**src/rtl/fetch_unit.sv**
```systemverilog
// fetch_unit: instruction fetch stage driving PC controls, an imem req/ack bus and a one-entry decode buffer
module fetch_unit #(
  parameter int DATA_W = 16,
  parameter int ADDR_W = 16,
  parameter int TIMEOUT_CYCLES = 255
) (
  input  logic              clock,
  input  logic              reset,
  input  logic [ADDR_W-1:0] pc_addr,
  output logic              pc_inc,
  output logic              pc_load,
  output logic [ADDR_W-1:0] pc_in,
  input  logic              jump_valid,
  input  logic [ADDR_W-1:0] jump_target,
  output logic              imem_req,
  output logic [ADDR_W-1:0] imem_addr,
  input  logic              imem_ack,
  input  logic [DATA_W-1:0] imem_rdata,
  output logic              inst_valid,
  output logic [DATA_W-1:0] inst_data,
  output logic [ADDR_W-1:0] inst_pc,
  input  logic              inst_ready,
  output logic              fetch_err
);
  typedef enum logic [1:0] {ISSUE, WAIT, FULL, HALT} state_t;
  state_t state, state_n;
  logic squash, ack, fire, timeout;
  logic [15:0] cnt;
  always_comb begin
    ack = state == WAIT && imem_ack;
    fire = inst_valid && inst_ready && !jump_valid;
    timeout = state == WAIT && !imem_ack && cnt == 16'(TIMEOUT_CYCLES - 1);
    state_n = state;
    if (reset) state_n = ISSUE;
    else if (state == ISSUE) state_n = WAIT;
    else if (ack) state_n = (squash || jump_valid) ? ISSUE : FULL;
    else if (timeout) state_n = HALT;
    else if (state == FULL && (fire || jump_valid)) state_n = ISSUE;
    pc_load = !reset && jump_valid && state != HALT;
    pc_inc = !reset && ack && !squash && !jump_valid;
    pc_in = pc_load ? jump_target : '0;
  end
  always_ff @(posedge clock) begin
    state <= state_n;
    imem_req <= state_n == WAIT;
    inst_valid <= state_n == FULL;
    cnt <= (state == WAIT && state_n == WAIT) ? cnt + 16'd1 : '0;
    if (reset) begin
      squash <= 1'b0;
      imem_addr <= '0;
      inst_data <= '0;
      inst_pc <= '0;
      fetch_err <= 1'b0;
    end else begin
      // a jump seen while the request is in flight poisons the returning data
      if (state == ISSUE) begin
        imem_addr <= pc_addr;
        squash <= jump_valid;
      end
      if (ack) squash <= 1'b0;
      else if (state == WAIT && jump_valid) squash <= 1'b1;
      if (pc_inc) begin
        inst_data <= imem_rdata;
        inst_pc <= imem_addr;
      end
      if (timeout) fetch_err <= 1'b1;
    end
  end
endmodule

```
**config.mk**
```make
export PLATFORM = sky130hd
export DESIGN_NAME = fetch_unit
export DESIGN_NICKNAME = d
export VERILOG_FILES = /design/src/rtl/fetch_unit.sv
export SDC_FILE = /design/constraint.sdc
export NUM_CORES = 1
export LEC_CHECK = 0
export ABC_AREA = 1
export BUFFER_PORTS_ARGS = -buffer_cell sky130_fd_sc_hd__buf_2
export CORE_ASPECT_RATIO = 0.8
export CORE_MARGIN = 2
export CORE_UTILIZATION = 47
export DETAILED_ROUTE_END_ITERATION = 10
export GPL_ROUTABILITY_DRIVEN = 0
export PLACE_DENSITY_LB_ADDON = 0.1
export RECOVER_POWER = 100
export SETUP_SLACK_MARGIN = 0.3
export SLEW_MARGIN = 20
export SYNTH_ARGS = -nofsm -noshare
export SYNTH_HDL_FRONTEND = slang
export SYNTH_SLANG_ARGS = --single-unit
```
**constraint.sdc**
```tcl
create_clock -name clock -period 2.25 [get_ports clock]
set_clock_uncertainty 0.15 [all_clocks]
set_input_delay 0.5625 -clock clock [delete_from_list [all_inputs] [get_ports clock]]
set_output_delay 0.5625 -clock clock [all_outputs]
set_load 0.005 [all_outputs]
```
# Word-level counts from Yosys, hierarchy flattened
# Cells that the tools add are included.
[totals] reg_bits=70 latchBits=0 mem_bits_rw=0 rom_bits=0 input_bits=53 output_inout_bits=69 word_cells=47 n_memories=0
[classes] add_sub_neg=1 n_mul=0 div=0 n_lt_le_gt_ge=0 n_eq_ne=6 n_shift=0 n_mux=9 bitwise=0 reduce_logical=22
[ops] operator="$add A16 B1 Y16 const B" n=1
[ops] operator="$eq A16 B8 Y1 const B" n=1
[ops] operator="$mux W16" n=1
[ops] operator="$logic_and A1 B1 Y1" n=13
[ops] operator="$mux W2" n=6
[ops] operator="$eq A2 B1 Y1 const B" n=2
[ops] operator="$eq A2 B2 Y1 const B" n=2
[ops] operator="$logic_not A1 Y1" n=4
[ops] operator="$logic_not A2 Y1" n=1
[ops] operator="$logic_or A1 B1 Y1" n=2
[ops] operator="$mux W1" n=2
[ops] operator="$ne A2 B2 Y1 const B" n=1
[ops] operator="$reduce_bool A2 Y1" n=1
[ops] operator="$reduce_or A2 Y1" n=1

# Logic depth before layout (Yosys ltp)
# Gate-level depths: netlist of run 1.
[logic_depth] word_depth=11 mapped_depth=12 mapped_depth_nobuf=11

# Worst setup path after synthesis of run 1
# OpenSTA, ideal clock, no wires.
[synth_path] kind="input-to-output" startpoint="input port reset" endpoint="output port pc_in[10]" arrival_ns=1.218 path_slack_ns=0.320 cell_stages=4 path_buffers=1 cell_sequence="inv_1 -> nand3_1 -> clkbuf_1 -> nor2_1"
[synth_via] elab_chain_cells=4
[synth_lines] element="from (decl)" line_no="8" source="input logic reset,"
[synth_lines] element="$logic_not A1 Y1" line_no="39" source="pc_load = !reset && jump_valid && state != HALT;"
[synth_lines] element="$logic_and A1 B1 Y1 (2 in a row)" line_no="39"
[synth_lines] element="$mux W16" line_no="41" source="pc_in = pc_load ? jump_target : '0;"
[synth_lines] element="to (decl)" line_no="12" source="output logic [ADDR_W-1:0] pc_in,"
# Every way passes these cells.

# Worst setup path after layout of run 1
[layout_path] startpoint="register state[0]" endpoint="output port pc_inc"
[layout_via] elab_chain_cells=5
[layout_lines] element="from (decl)" line_no="26" source="state_t state, state_n;"
[layout_lines] element="from (signal assigned)" line_no="44" source="state <= state_n;"
[layout_lines] element="$eq A2 B1 Y1" line_no="30" source="ack = state == WAIT && imem_ack;"
[layout_lines] element="$logic_and A1 B1 Y1" line_no="30"
[layout_lines] element="$logic_and A1 B1 Y1 (3 in a row)" line_no="40" source="pc_inc = !reset && ack && !squash && !jump_valid;"
[layout_lines] element="to (decl)" line_no="10" source="output logic pc_inc,"
# Every way passes these cells.

==> impl_metrics.json, run 1 <==
{
  "synth-seq-cells": 70,
  "htree_levels": 3,
  "layout-drive-gt1-share": 0.251,
  "synth-edff-count": 0,
  "n_antenna_cell": 0,
  "finalSetupViolCount": 0,
  "globalRouteMet2Util": 0.362,
  "hold_path_class": "in2reg",
  "post-route-period-util": 0.895,
  "fmax_mhz": 496,
  "fillCellCount": 535,
  "num_vias": 2755,
  "ys_top_cells_by_area": "dfxtp_1, nor2_1, o21ai_0",
  "fin_crit_ns": 2.01,
  "fin_tns_setup_ns": 0,
  "clock-sinks": 70,
  "cts_root_buf": "clkbuf_8",
  "synth_top_area_share": 0.496,
  "die-height_um": 73.3,
  "grtUsageMet1": 0.266,
  "cellInternalPower_mw": 2.05,
  "drt_iter0_drc": 164,
  "grt_pass1_wl_mm": 11.5,
  "power.density_nw_per_um2": 717,
  "outcome": "complete, no violations",
  "syn_inst": 383,
  "yosysSeqAreaShare": 0.496,
  "start_kind": "flop",
  "io_pins": 122,
  "maxSlewViolCount": 0,
  "wirelength_mm": 7.41,
  "grt_overflow": 0,
  "die_w_um": 90.7,
  "tightest_slew_ns": 0.715,
  "portBuffers": 121,
  "grt_pass1_vias": 2520,
  "synth_nets": 438,
  "async_flop_share": 0,
  "timing.hold.ws_ns": 0.269,
  "area_growth_pct": 33.6,
  "cts_tree": "done",
  "yosys.area.top_type": "dfxtp_1",
  "cts.clk_slew.worst_paths_ns": 0.07,
  "critPathKind": "reg2out",
  "post-dp-hpwl_mm": 5.03,
  "first_pass_iters": 6,
  "p_leak_nw": 1.83,
  "maxCapViolations": 0,
  "synthesis.area_um2": 2830,
  "synth_commonest_cells": "nor2_1, dfxtp_1, o21ai_0",
  "core_area_um2": 5850,
  "dieArea_um2": 6650,
  "clockBufferDepth": 2,
  "rsz0062_at_grt": "true",
  "clk_latency_ns": 0.34,
  "start_util": 0.483,
  "grt_max_degree": 49,
  "power_switching_mw": 0.662,
  "clockPowerShare": 0.396,
  "power_switching_share": 0.245,
  "power_frac_seq": 0.493,
  "hold_violations": 0,
  "busiest_layer": "met2",
  "fin_nets": 572,
  "critPathArrivalTime_ns": 1.30,
  "grtUsageMet3": 0.0954,
  "ys.warnings.count": 0,
  "slew_headroom": 0.523,
  "peakVddDrop_mv": 0.343,
  "wl_per_cell_um": 12.3,
  "antenna_found_initial": 0,
  "drtAntennaViolNets": 0,
  "crit_fanout": 4,
  "avgSynthCellArea_um2": 7.38,
  "endpoint_kind": "output port",
  "power_frac_comb": 0.111,
  "globalRouteTotalUtil": 0.219,
  "cts_buffers": 9,
  "synth_most_common_cell": "nor2_1",
  "required_ns": 1.54,
  "ys.flop_type": "dfxtp_1",
  "synth.distinct_cells": 24,
  "cts_hold_buf": 0,
  "rows": 25,
  "drc": 0,
  "drt-vias-per-instance": 4.58
}
[final timing paths]
kind | start | end | slack [ns] | depth (start not counted)
max | state[0]$_DFF_P_ | pc_inc | 0.24 | 5
min | reset | fetch_err$_SDFFE_PP0P_ | 0.27 | 2
max reg2reg | state[0]$_DFF_P_ | inst_data[9]$_SDFFE_PP0P_ | 0.34 | 9
min reg2reg | cnt[0]$_SDFF_PN0_ | cnt[0]$_SDFF_PN0_ | 0.29 | 1
[layer usage]
metal	up-vias	wire [um]
li1	1447	-
met1	1202	3370
met2	98	3350
met3	8	599
met4	0	87
met5	-	0
[metrics by stage]
stage           util  total power [mW]  worst slack [ns]  cells  instance area, um2
2_1_floorplan      -              1.50             0.320    383                2830
3_3_place_gp   0.606              1.65             0.305    579                3540
3_5_place_dp   0.606              1.65             0.254    579                3540
4_1_cts        0.655              2.73             0.296    600                3830
5_1_grt        0.645              2.83             0.151    602                3770
6_report       0.645              2.71             0.236    602                3770
[critical path, cell delays in order, from the launching register on]
cell      delay (ns)
dfxtp_4         0.38
inv_2           0.05
nor2_4          0.08
nand2_1         0.08
nor2_1          0.22
clkbuf_1        0.15
[power groups by stage]
| stage | registers [mW] | logic [mW] | clock network (mW) |
|---|---|---|---|
| 6_report | 1.33 | 0.301 | 1.07 |
| 5_1_grt | 1.34 | 0.337 | 1.15 |
| 4_1_cts | 1.33 | 0.310 | 1.09 |
| 3_5_place_dp | 1.36 | 0.293 | 0 |
| 3_3_place_gp | 1.36 | 0.291 | 0 |
| 2_1_floorplan | 1.36 | 0.136 | 0 |
[state kept, by name (all words and copies together), names as in the netlist]
signal      flops
cnt            16
inst_pc        16
imem_addr      16
fetch_err       1
inst_data      16
inst_valid      1
squash          1
state           2
imem_req        1
[area by class of cell]
type,count,area (um2),area share
flip-flops and latches,70,1410,0.373
multi-input cells,257,1210,0.320
repair buffers,138,693,0.184
inverters,41,154,0.0408
clock buffers,9,124,0.0328
well taps,81,101,0.0268
clock inverters,6,87.6,0.0232
[cells in the final DEF (no fill, tap or decap), types with 2 or more instances in the layout]
| cell | Yosys | final |
|---|---|---|
| nor2_1 | 139 | 140 |
| buf_2 | 3 | 81 |
| dfxtp_1 | 70 | 68 |
| o21ai_0 | 44 | 44 |
| clkbuf_1 | 11 | 40 |
| inv_1 | 39 | 38 |
| nand2_1 | 18 | 19 |
| nand3_1 | 11 | 11 |
| xor2_1 | 10 | 10 |
| clkbuf_8 | 0 | 9 |
| nor2_2 | 9 | 8 |
| clkbuf_2 | 0 | 8 |
| buf_4 | 0 | 6 |
| o21ai_1 | 4 | 4 |
| nor3_1 | 4 | 4 |
| xnor2_1 | 4 | 4 |
| a21oi_1 | 2 | 3 |
| inv_2 | 1 | 2 |
| nor2_4 | 2 | 2 |
| ha_1 | 2 | 2 |
| clkinv_2 | 0 | 2 |
| clkinv_4 | 0 | 2 |
| bufinv_16 | 0 | 2 |
| dfxtp_4 | 0 | 2 |
[cell families after synthesis]
kind of cell               count (synthesis)  synth area share
AOI/OAI and AO/OA                         53            0.0974
xor gates and xnor gates                  14            0.0434
adders and majority gates                  2           0.00886
buffers and inverters                     56            0.0784
DFF                                       70             0.496
and+or+nand+nor                          188             0.276
[what timing repair did]
action,4_1_cts,5_1_grt
buffers inserted,5,0
resized for setup,12,15
endpoints found under the setup margin,18,19
gates cloned,1,2
pin swaps,3,6
Note: power is estimated with default switching activity, not from simulation.
==> run 2: changes to the inputs <==
--- a/config.mk
+++ b/config.mk
@@ -11,3 +11,3 @@
 export CORE_MARGIN = 2
-export CORE_UTILIZATION = 47
+export CORE_UTILIZATION = 40
 export DETAILED_ROUTE_END_ITERATION = 10
@@ -15,3 +15,2 @@
 export PLACE_DENSITY_LB_ADDON = 0.1
-export RECOVER_POWER = 100
 export SETUP_SLACK_MARGIN = 0.3
--- a/constraint.sdc
+++ b/constraint.sdc
@@ -4,2 +4,2 @@
 set_output_delay 0.5625 -clock clock [all_outputs]
-set_load 0.005 [all_outputs]
+set_load 0.02 [all_outputs]
==> run 2 against run 1 <==
  * Fmax shrank 0.10%
  * Highest routed layer unchanged
  * Sequential share of layout area fell by 2.6 points
  * Worst setup slack lost 0.0021 ns
  * Die area increased by 17%
  * Sequential cell count unchanged
==> impl_metrics.json, run 2 (synthesis gave the netlist of run 1 again) <==
{
  "outcome": "complete, no violations",
  "fin_crit_ns": 2.02,
  "post-route-period-util": 0.896,
  "crit_chain": "buf_2 > inv_2 > nand3_4 > clkbuf_16 > nor2_2 > buf_4",
  "critPathKind": "in2out",
  "fin_nets": 569,
  "cts_root_buf": "clkbuf_8",
  "finalSetupViolCount": 0,
  "grt_pass1_vias": 2471,
  "r2r_start": "cnt[0]$_SDFF_PN0_",
  "power.density_nw_per_um2": 654,
  "worstSetupStartpoint": "reset",
  "hold_path_class": "in2reg",
  "start_util": 0.412,
  "cpMaxStageDelayCell": "clkbuf_16",
  "num_vias": 2813,
  "globalRouteTotalUtil": 0.194,
  "peakVddDrop_mv": 0.383,
  "grt_overflow": 0,
  "grtUsageMet3": 0.0599,
  "n_antenna_cell": 0,
  "core_area_um2": 6860,
  "clk_latency_ns": 0.34,
  "crit_fanout": 4,
  "drt-vias-per-instance": 4.65,
  "fillCellCount": 657,
  "min_to": "fetch_err$_SDFFE_PP0P_",
  "io_pins": 122,
  "fin_tns_setup_ns": 0,
  "drtAntennaViolNets": 0,
  "r2r_setup_slack_ns": 0.43,
  "power_switching_mw": 0.763,
  "layout-drive-gt1-share": 0.367,
  "area_growth_pct": 43.7,
  "portBuffers": 121,
  "p_leak_nw": 2.01,
  "required_ns": 1.54,
  "clockBufferDepth": 2,
  "die_w_um": 98.0,
  "hold_violations": 0,
  "dieArea_um2": 7760,
  "drc": 0,
  "maxSlewViolCount": 0,
  "slew_headroom": 0.654,
  "rsz0062_at_grt": "true",
  "power_frac_seq": 0.501,
  "cellInternalPower_mw": 1.89,
  "cts_tree": "done",
  "wl_per_cell_um": 12.5,
  "globalRouteMet2Util": 0.313,
  "p_total_mw": 2.66,
  "rows": 27,
  "grt_pass1_wl_mm": 12.0,
  "busiest_layer": "met2",
  "hold_depth": 2,
  "antenna_found_initial": 0,
  "cts_buffers": 9,
  "fmax_mhz": 496,
  "grtUsageMet1": 0.249,
  "htree_levels": 3,
  "grt_max_degree": 49,
  "final_cell_mix": "nor2_1, buf_2, dfxtp_1, o21ai_0, inv_1",
  "worstReg2RegEnd": "cnt[15]$_SDFF_PN0_",
  "die-height_um": 79.2,
  "wirelength_mm": 7.58,
  "drt_iter0_drc": 166,
  "clock-sinks": 70,
  "post-dp-hpwl_mm": 5.05,
  "maxCapViolations": 0,
  "first_pass_iters": 4,
  "power_frac_comb": 0.164,
  "layout_commonest_cell": "nor2_1",
  "critPathArrivalTime_ns": 1.30,
  "endpoint_kind": "output port",
  "start_kind": "primary input",
  "reg2regPathDepth": 12,
  "max_stage_delay_ns": 0.19,
  "min_from": "reset",
  "cts_hold_buf": 0,
  "tightest_slew_ns": 0.516,
  "power_switching_share": 0.287,
  "clockPowerShare": 0.335,
  "cts.clk_slew.worst_paths_ns": 0.07
}
[run 2: power by group through the flow]
stage                     clock network [mW]  registers (mW)  logic [mW]
after detailed placement                   0            1.36       0.383
after global routing                   0.981            1.34       0.476
after CTS                              0.930            1.33       0.413
after floorplan                            0            1.42       0.167
final                                  0.889            1.33       0.436
after global placement                     0            1.36       0.379
[run 2: how the worst max path moves through the flow]
stage	to	slack [ns]	cells after the start
detailed placement	pc_in[1]	0.21	6
finish	pc_in[4]	0.23	6
global placement	pc_in[1]	0.23	6
global route	pc_inc	0.18	5
floorplan	pc_load	0.32	4
CTS	pc_in[15]	0.23	5
[run 2: worst max-delay path, delay by kind of cell]
| kind | cells | cell delay, ns |
|---|---|---|
| buffers and inverters | 4 | 0.54 |
| AND/OR/NAND/NOR | 2 | 0.21 |
[run 2: layout make-up]
class	instances	area, um2	area share
Inverter	41	154	0.0379
Multi-Input combinational cell	257	1330	0.328
Timing Repair Buffer	135	885	0.218
Clock buffer	10	138	0.0339
Tap cell	87	109	0.0268
Sequential cell	70	1410	0.347
Clock inverter	5	35.0	0.00863
[run 2: metrics by stage]
| step | instances | area [um2] | hold WS [ns] | utilization | worst slack (ns) |
|---|---|---|---|---|---|
| 2_1_floorplan | 383 | 2910 | 0.267 | - | 0.315 |
| 3_3_place_gp | 583 | 3620 | 0.282 | 0.528 | 0.229 |
| 5_1_grt | 605 | 4060 | 0.259 | 0.592 | 0.182 |
| 4_1_cts | 602 | 3930 | 0.246 | 0.574 | 0.226 |
| 6_report | 605 | 4060 | 0.276 | 0.592 | 0.234 |
| 3_5_place_dp | 583 | 3620 | 0.300 | 0.528 | 0.210 |
[run 2: per-layer routing]
| layer | routed length (um) | part of all wire |
|---|---|---|
| met5 | 0 | 0 |
| met4 | 91 | 0.012 |
| met3 | 586 | 0.077 |
| met2 | 3540 | 0.47 |
| met1 | 3360 | 0.44 |
[run 2: timing repair]
| item | 4_1_cts | 5_1_grt |
|---|---|---|
| pin swaps | 0 | 1 |
| endpoints found under the setup margin | 18 | 34 |
| buffers inserted | 3 | 1 |
| gates resized for setup | 33 | 19 |
| gates cloned | 1 | 2 |
==> run 3: changes to the inputs <==
ABC_AREA = default   (was 1)
==> run 3 against run 2 <==
  * Critical endpoint is now pc_inc
  * Combinational power fell by 25%
  * Critical path depth down 1
  * Cell count decreased by 6.1%
  * Worst setup slack worse by 0.15 ns
  * Hold slack better by 0.026 ns
  * Global-route usage increased by 0.47 points
  * Fmax decreased by 7.1%
  * Synthesized area down 1.8%
  * Count of clock-buffer cells in the layout increased by 3
  * Largest cell class unchanged
  * Design area down 0.49%
==> impl_metrics.json, run 3 <==
{
  "outcome": "complete, no violations",
  "r2r_start": "cnt[0]$_SDFF_PN0_",
  "start_kind": "primary input",
  "fin_area_um2": 4040,
  "grt_pass1_vias": 2418,
  "drt-vias-per-instance": 4.77,
  "cts_hold_buf": 0,
  "placed_area_um2": 3570,
  "critPathArrivalTime_ns": 1.46,
  "htree_levels": 3,
  "fin_crit_ns": 2.17,
  "synth_nets": 397,
  "num_vias": 2709,
  "avgSynthCellArea_um2": 8.11,
  "synth-edff-count": 0,
  "synth_top_area_share": 0.505,
  "power.density_nw_per_um2": 654,
  "io_pins": 122,
  "yosys.area.top_type": "dfxtp_1",
  "grt_overflow": 0,
  "layout_commonest_cell": "nand2_1",
  "r2r_setup_slack_ns": 0.16,
  "final_cell_mix": "nand2_1, buf_2, dfxtp_1, a21oi_1, buf_6",
  "crit_fanout": 2,
  "cts_tree": "done",
  "n_antenna_cell": 0,
  "grtUsageMet3": 0.0748,
  "peakVddDrop_mv": 0.373,
  "slew_headroom": 0.693,
  "synthesis.area_um2": 2770,
  "maxCapViolations": 0,
  "synth-seq-cells": 70,
  "timing.hold.ws_ns": 0.302,
  "drt_iter0_drc": 108,
  "synth_commonest_cells": "nand2_1, dfxtp_1, a21oi_1",
  "p_total_mw": 2.64,
  "drtAntennaViolNets": 0,
  "tightest_slew_ns": 0.457,
  "hold_path_class": "reg2reg",
  "clock-sinks": 70,
  "p_leak_nw": 1.77,
  "ys.flop_type": "dfxtp_1",
  "antenna_found_initial": 0,
  "grtUsageMet1": 0.255,
  "layout-drive-gt1-share": 0.412,
  "required_ns": 1.54,
  "core_area_um2": 6790,
  "cts_root_buf": "clkbuf_8",
  "clk_latency_ns": 0.33,
  "synth.distinct_cells": 35,
  "first_pass_iters": 4,
  "hold_depth": 2,
  "fmax_mhz": 461,
  "start_util": 0.409,
  "critPathKind": "in2out",
  "min_to": "inst_data[6]$_SDFFE_PP0P_",
  "finalSetupViolCount": 0,
  "hold_violations": 0,
  "ys.warnings.count": 0,
  "grt_pass1_wl_mm": 12.0,
  "clockBufferDepth": 2,
  "rows": 27,
  "min_from": "inst_data[6]$_SDFFE_PP0P_",
  "globalRouteMet2Util": 0.313,
  "rsz0062_at_grt": "true",
  "wirelength_mm": 7.42,
  "globalRouteTotalUtil": 0.198,
  "ys_top_cells_by_area": "dfxtp_1, nand2_1, a21oi_1",
  "maxSlewViolCount": 0,
  "yosysSeqAreaShare": 0.505,
  "die_w_um": 97.1,
  "post-dp-hpwl_mm": 5.10,
  "die-height_um": 78.5,
  "portBuffers": 121,
  "wl_per_cell_um": 13.1,
  "busiest_layer": "met2",
  "async_flop_share": 0,
  "worstSetupStartpoint": "jump_valid",
  "area_growth_pct": 45.6,
  "post-route-period-util": 0.965,
  "syn_inst": 342,
  "cts.clk_slew.worst_paths_ns": 0.07,
  "fillCellCount": 641,
  "fin_nets": 531,
  "reg2regPathDepth": 6,
  "drc": 0,
  "cts_buffers": 9,
  "worstReg2RegEnd": "imem_req$_DFF_P_",
  "grt_max_degree": 44,
  "dieArea_um2": 7620,
  "endpoint_kind": "output port",
  "synth_most_common_cell": "nand2_1"
}
[run 3: changes by cell type after synthesis, sizes merged, moves of 3 or more]
cell	previous run	this run
and4	0	3
nor2	150	19
nand4	0	4
clkbuf	11	16
xor2	10	5
or3	0	3
xnor2	4	7
nand2	21	105
inv	40	5
or2	0	4
nand3	12	7
o21ai	48	2
and2	0	16
a21oi	4	52
[run 3: worst max-delay path, stage by stage]
cell	delay, ns
buf_2	0.11
or2_0	0.22
or3_4	0.36
inv_4	0.07
buf_4	0.13
[run 3: worst max-delay path by stage]
stage | to
after CTS | pc_in[11]
after global routing | pc_inc
after detailed placement | imem_req$_DFF_P_
after floorplan | pc_inc
final | pc_inc
after global placement | imem_req$_DFF_P_
[run 3: cells by family after synthesis]
family | Yosys count | synth area share
AO/OA/AOI/OAI | 61 | 0.123
XOR/XNOR | 12 | 0.0379
adder cells (fa/ha/maj) | 2 | 0.00902
buffers and inverters | 24 | 0.0338
flip-flops | 70 | 0.505
multiplexers | 2 | 0.00722
AND/OR/NAND/NOR | 171 | 0.284
[run 3: report_power, final]
part           internal (mW)  switching, mW  leakage [nW]
Clock                  0.572          0.447        0.0996
Combinational          0.149          0.179          1.10
Sequential              1.27         0.0223         0.571
Total                   1.99          0.648          1.77
[run 3: cell type report]
class,instances,area [um2],share of cell area
flip-flops and latches,70,1410,0.349
clock buffers,13,159,0.0393
clock inverters,3,42.5,0.0105
inverters,5,21.3,0.00527
repair buffers,142,926,0.229
multi-input cells,248,1370,0.339
well taps,87,109,0.0270
[run 3: per-stage QoR]
step	worst slack, ns	cells	TNS (ns)	util
2_1_floorplan	0.109	342	0	-
3_3_place_gp	-0.0245	544	-0.0245	0.526
3_5_place_dp	-0.0455	544	-0.0455	0.526
4_1_cts	0.0433	568	0	0.582
5_1_grt	0.0226	568	0	0.595
6_report	0.0794	568	0	0.595
[run 3: routing by layer]
metal | vias to the layer above | routed length, um
met4 | 0 | 61
met1 | 1211 | 3360
li1 | 1391 | -
met5 | - | 0
met3 | 4 | 649
met2 | 103 | 3340
[run 3: what timing repair did]
action | 4_1_cts | 5_1_grt
endpoints found under the setup margin | 30 | 30
resized for setup | 34 | 29
buffers inserted | 6 | 0
gates cloned | 2 | 0
